[src/rtl/scic_io_ctrl.sv]
// rtl/scic_io_ctrl.sv - SCIC switch/LED I/O controller with debounce, change flags and interrupt
module scic_io_ctrl #(
   parameter int SW_WIDTH        = 4,
   parameter int LED_WIDTH       = 4,
   parameter int DATA_WIDTH      = 8,
   parameter int DEBOUNCE_CYCLES = 4
) (
   input  logic                  clock,
   input  logic                  reset,
   input  logic [SW_WIDTH-1:0]   switches,
   output logic [LED_WIDTH-1:0]  LEDs,
   input  logic [1:0]            addr,
   input  logic                  wr_en,
   input  logic                  rd_en,
   input  logic [DATA_WIDTH-1:0] wdata,
   output logic [DATA_WIDTH-1:0] rdata,
   output logic                  rvalid,
   output logic                  irq
);

   localparam int CNT_WIDTH = $clog2(DEBOUNCE_CYCLES + 1);
   localparam logic [CNT_WIDTH-1:0] CNT_LAST = CNT_WIDTH'(DEBOUNCE_CYCLES - 1);

   localparam logic [1:0] ADDR_SW   = 2'd0;
   localparam logic [1:0] ADDR_LED  = 2'd1;
   localparam logic [1:0] ADDR_CHG  = 2'd2;
   localparam logic [1:0] ADDR_MASK = 2'd3;

   // two-flop synchroniser stages for the asynchronous switch inputs
   logic [SW_WIDTH-1:0]  sync_s1;
   logic [SW_WIDTH-1:0]  sync_s2;

   // architectural registers
   logic [SW_WIDTH-1:0]  sw_reg;
   logic [LED_WIDTH-1:0] led_reg;
   logic [SW_WIDTH-1:0]  chg_reg;
   logic [SW_WIDTH-1:0]  mask_reg;

   // per-bit debounce counters; they only ever count up to CNT_LAST
   logic [CNT_WIDTH-1:0] db_cnt [SW_WIDTH];

   // bits whose debounced value flips at the coming edge
   logic [SW_WIDTH-1:0]  db_accept;

   // write decode
   logic                 wr_led;
   logic                 wr_chg;
   logic                 wr_mask;
   logic [SW_WIDTH-1:0]  chg_clear;

   // read data selected by addr, zero-extended to the bus width
   logic [DATA_WIDTH-1:0] rd_mux;

   // upper write-data bits beyond the register widths carry no meaning
   logic unused_wdata;
   assign unused_wdata = ^wdata;

   assign wr_led    = wr_en && (addr == ADDR_LED);
   assign wr_chg    = wr_en && (addr == ADDR_CHG);
   assign wr_mask   = wr_en && (addr == ADDR_MASK);
   assign chg_clear = wr_chg ? wdata[SW_WIDTH-1:0] : '0;

   assign LEDs = led_reg;

   // interrupt comes purely from registered flags and enables
   assign irq = |(chg_reg & mask_reg);

   // synchronise the raw switch inputs into the clock domain
   always_ff @(posedge clock) begin
      if (reset) begin
         sync_s1 <= '0;
         sync_s2 <= '0;
      end else begin
         sync_s1 <= switches;
         sync_s2 <= sync_s1;
      end
   end

   // a bit is accepted once it has disagreed with SW for DEBOUNCE_CYCLES edges
   always_comb begin
      db_accept = '0;
      for (int i = 0; i < SW_WIDTH; i++) begin
         db_accept[i] = (sync_s2[i] != sw_reg[i]) && (db_cnt[i] == CNT_LAST);
      end
   end

   // debounce counters and the debounced switch register
   always_ff @(posedge clock) begin
      if (reset) begin
         sw_reg <= '0;
         for (int i = 0; i < SW_WIDTH; i++) begin
            db_cnt[i] <= '0;
         end
      end else begin
         for (int i = 0; i < SW_WIDTH; i++) begin
            if (sync_s2[i] == sw_reg[i]) begin
               db_cnt[i] <= '0;
            end else if (db_accept[i]) begin
               db_cnt[i] <= '0;
               sw_reg[i] <= sync_s2[i];
            end else begin
               db_cnt[i] <= db_cnt[i] + CNT_WIDTH'(1);
            end
         end
      end
   end

   // LED, MASK and CHG registers; a fresh change beats a same-edge clear
   always_ff @(posedge clock) begin
      if (reset) begin
         led_reg  <= '0;
         mask_reg <= '0;
         chg_reg  <= '0;
      end else begin
         if (wr_led) begin
            led_reg <= wdata[LED_WIDTH-1:0];
         end
         if (wr_mask) begin
            mask_reg <= wdata[SW_WIDTH-1:0];
         end
         chg_reg <= (chg_reg & ~chg_clear) | db_accept;
      end
   end

   // select the addressed register as it stands before the current edge
   always_comb begin
      rd_mux = '0;
      case (addr)
         ADDR_SW:   rd_mux = DATA_WIDTH'(sw_reg);
         ADDR_LED:  rd_mux = DATA_WIDTH'(led_reg);
         ADDR_CHG:  rd_mux = DATA_WIDTH'(chg_reg);
         ADDR_MASK: rd_mux = DATA_WIDTH'(mask_reg);
      endcase
   end

   // registered read port; rdata holds between reads
   always_ff @(posedge clock) begin
      if (reset) begin
         rdata  <= '0;
         rvalid <= 1'b0;
      end else begin
         rvalid <= rd_en;
         if (rd_en) begin
            rdata <= rd_mux;
         end
      end
   end

endmodule

[config.mk]
export PLATFORM = sky130hd
export DESIGN_NAME = scic_io_ctrl
export DESIGN_NICKNAME = d
export VERILOG_FILES = /design/src/rtl/scic_io_ctrl.sv
export SDC_FILE = /design/constraint.sdc
export NUM_CORES = 1
export LEC_CHECK = 0
export BUFFER_PORTS_ARGS = -buffer_cell sky130_fd_sc_hd__buf_4
export CAP_MARGIN = 10
export CORE_MARGIN = 2
export CORE_UTILIZATION = 54
export DETAILED_ROUTE_END_ITERATION = 10
export PLACE_DENSITY = 0.78
export SLEW_MARGIN = 40
export SYNTH_ARGS = -nofsm -noshare
export SYNTH_HDL_FRONTEND = slang
export SYNTH_SLANG_ARGS = --single-unit
[constraint.sdc]
create_clock -name clock -period 1.99 [get_ports clock]
set_clock_uncertainty 0.1 [all_clocks]
set_input_delay 0.199 -clock clock [delete_from_list [all_inputs] [get_ports clock]]
set_output_delay 0.199 -clock clock [all_outputs]
set_load 0.05 [all_outputs]
==> impl_results.md <==
- Run status: completed
- Final WL: 2.927 mm
- Share of cells above drive strength 1: between 10% and 20%
- Slew Limit Fails: 0
- Antenna Nets Post-Route: 0
- Final non-filler cell total: approximately 240
- Critical path's top delay family: simple AND/OR/NAND/NOR gates
- Clock sinks: a little over 40
- Worst EP arrival: about 1.7 ns
- Reg with most FFs: db_cnt
- Post-layout util: 67.36%
- Initial Util: between 50 and 60%
- Vias in the first global route: 1140
- First-pass iteration count of the detailed router: 4
- CTS clk-pin slew, worst paths: 0.10 ns
- Die height: 61.06 µm
- Site Rows: 20
- Setup-failing EPs final: 0
- Crit Path Class: flop to flop
- RSZ-0062 raised after global routing: no
- Via density per instance: 4.891
- Crit path launch type: flop
- Synth Flop Type: dfxtp_1
- Port bufs: 23
- CP max FO: 3
- Initial antenna violation count: 0
- # DRC: 0
- TritonCTS Buffers: 5
- Total Nets Final: between 200 and 250
- CP required: approximately 2.1 ns
- Full die area: roughly 0.0037 mm²
- Setup TNS: 0 ns
- Tcrit/Tclk final: around 82%
- Most frequent CP cell: ha_1
- Dpl cells: approximately 230
- Yosys cell types: 25
- Combinational share of power: approximately a tenth
- First-pass GRT wire length: 4.885 mm
- Clk buf depth: 2
- Final min period: 1.634 ns
- Die Span X: a little over 60 µm
- Core ar.: around 0.003 mm²
- R2R setup slack: ~0.36 ns
- Max Cap Viol: 0
- Final instance area: 0.002073 mm²
- Synth Instances: 155
- Ports: 32
- Sw Ratio: around a quarter
- Synthesis-stage register bit count: between 40 and 50
- Synth Cell Area: 0.001758 mm²
- Buf/Inv on CP: 0
- Starting DRT DRC Count: 29
- Psw: ~350 µW
- Largest register FFs: 12
- Post-DP HPWL: around 2.2 mm
- Inserted Diodes: 0
- H-tree depth: 2
- Maximum operating frequency: between 600 and 700 MHz
- Cell Pwr Density: approximately 700 mW/mm²
- Final hold violation count: 0
- Worst path cell trace: ha_1, ha_1, or3_1, nor2_1
- Worst-skew pair later-pin latency: roughly 0.34 ns
- Synthesis warning total: 0
- Sequential share of power: 61.0%
- Crit. End Element: flop
- Root buf cell: clkbuf_4
- Syn_area_per_cell: ~11 µm²
- CTS tree: done
- Routed via count: about 1200
- Routability cong.: 0.7172
- Pin count of the biggest net entering global routing: 37
- Crit path max-delay cell type: or3_1
- Area growth from synthesis to layout: 17.94%
- Async S/R FF share, synth: 0%
- Pwr Total: ~1500 µW
- DR WL/cell: ~12 µm
- Min-Delay Path Class: input port to flop
- Total track usage: 18.72%
- Post-Place Cell Area: roughly 0.002 mm²
- Post-synth EDFFs: 12
- Sequential element share of the synthesized area: about 54%
- Int Pwr: around 1100 µW
- Static Leak: 0.0009280 µW
- Clk pwr share: approximately 28%
- Max VDD drop: around 0.38 mV
- Slowest cell delay on critical path: between 0.4 and 0.5 ns
- Grt total ovfl: 0
-- worst paths after layout --
check / depth (start not counted) / to / start
setup / recovery: 4 / db_cnt[2][2]$_SDFFCE_PN0P_ / db_cnt[2][0]$_SDFFCE_PN0P_
hold / removal: 3 / LEDs[1]$_SDFFE_PP0P_ / wdata[1]
setup reg to reg: 4 / db_cnt[2][2]$_SDFFCE_PN0P_ / db_cnt[2][0]$_SDFFCE_PN0P_
hold reg to reg: 1 / sync_s2[3]$_SDFF_PP0_ / sync_s1[3]$_SDFF_PP0_
-- Yosys cell counts, types with 3 or more instances --
master     n  area share (%)
clkbuf_1   3            0.64
inv_1      7             1.5
nand2b_1   3             1.1
edfxtp_1  12              20
nor2b_1    9             3.2
mux4_2     4             5.1
a22oi_1    3             1.3
o21ai_0    3            0.85
ha_1       8             5.7
nor2_1    29             6.2
or3_1      3             1.1
xnor2_1    3             1.5
nand4b_1   4             2.0
mux2i_1   16             9.1
buf_4      4             1.7
dfxtp_1   29              33
nand3b_1   4             1.7
-- area by class of cell --
type / count / area [µm²]
well taps: 44 / 55.05
fillers: 255 / 1005
flip-flops and latches: 41 / 940.9
inverters: 7 / 26.28
clock buffers: 8 / 58.81
repair buffers: 28 / 222.7
multi-input cells: 110 / 769.5
-- per-stage QoR --
step / hold slack (ns) / setup WS [ns]
CTS: 0.004859 / 0.3564
global placement: 0.3135 / 0.4451
detailed placement: 0.3138 / 0.3780
floorplan: 0.2272 / 0.4995
finish: 0.01179 / 0.3556
global route: 0.001311 / 0.2966
-- layer usage --
layer,vias to the layer above,GRT usage [%],wire length [µm]
li1,585,-,-
met1,528,21.70,1203
met2,41,29.94,1453
met3,10,6.933,195
met4,0,10.56,75
met5,-,0,0
-- cell families (layout without fill, tap and decap cells) --
family | Yosys count | in the layout | synth area share, %
adders and majority gates | 8 | 8 | 5.694
buffers and inverters | 18 | 43 | 5.694
other | 2 | 16 | 0.4272
and+or+nand+nor | 56 | 56 | 16.30
muxes | 20 | 20 | 14.23
xor gates and xnor gates | 4 | 4 | 1.993
DFF | 41 | 41 | 53.52
AOI/OAI and AO/OA | 6 | 6 | 2.135
-- repair_timing --
item | CTS | global route
gates resized for setup | 0 | 0
setup buffers | 0 | 0
hold endpoints to repair | 5 | 0
hold buffers | 5 | 0
-- layout by cell type (no fill, tap or decap) --
master and n:
clkbuf_4 5, nand2_1 2, o21ai_0 3, mux2i_1 16
inv_1 7, clkbuf_8 1, nand4b_1 4, conb_1 16
nor2_1 29, dfxtp_1 29, xor2_1 1, mux4_2 4
xnor2_1 3, ha_1 8, edfxtp_1 12, nand3b_1 4
nor2b_1 9, dlygate4sd3_1 5, or3_1 3, nand2b_1 3
nand3_1 1, and3_1 1, a22oi_1 3, clkbuf_1 2
buf_4 23
-- power groups by stage --
stage | Sequential (µW) | Combinational [µW] | Clock (µW)
2_1_floorplan | 932 | 98.5 | 0
3_3_place_gp | 917 | 142 | 0
3_5_place_dp | 919 | 147 | 0
4_1_cts | 900 | 155 | 440
5_1_grt | 904 | 172 | 477
6_report | 900 | 155 | 419
-- worst register-to-register path: stages (launching register included) --
cell and delay (ns):
edfxtp_1 0.41, ha_1 0.22, ha_1 0.22, or3_1 0.42, nor2_1 0.12
(Power assumes the default switching activity.)
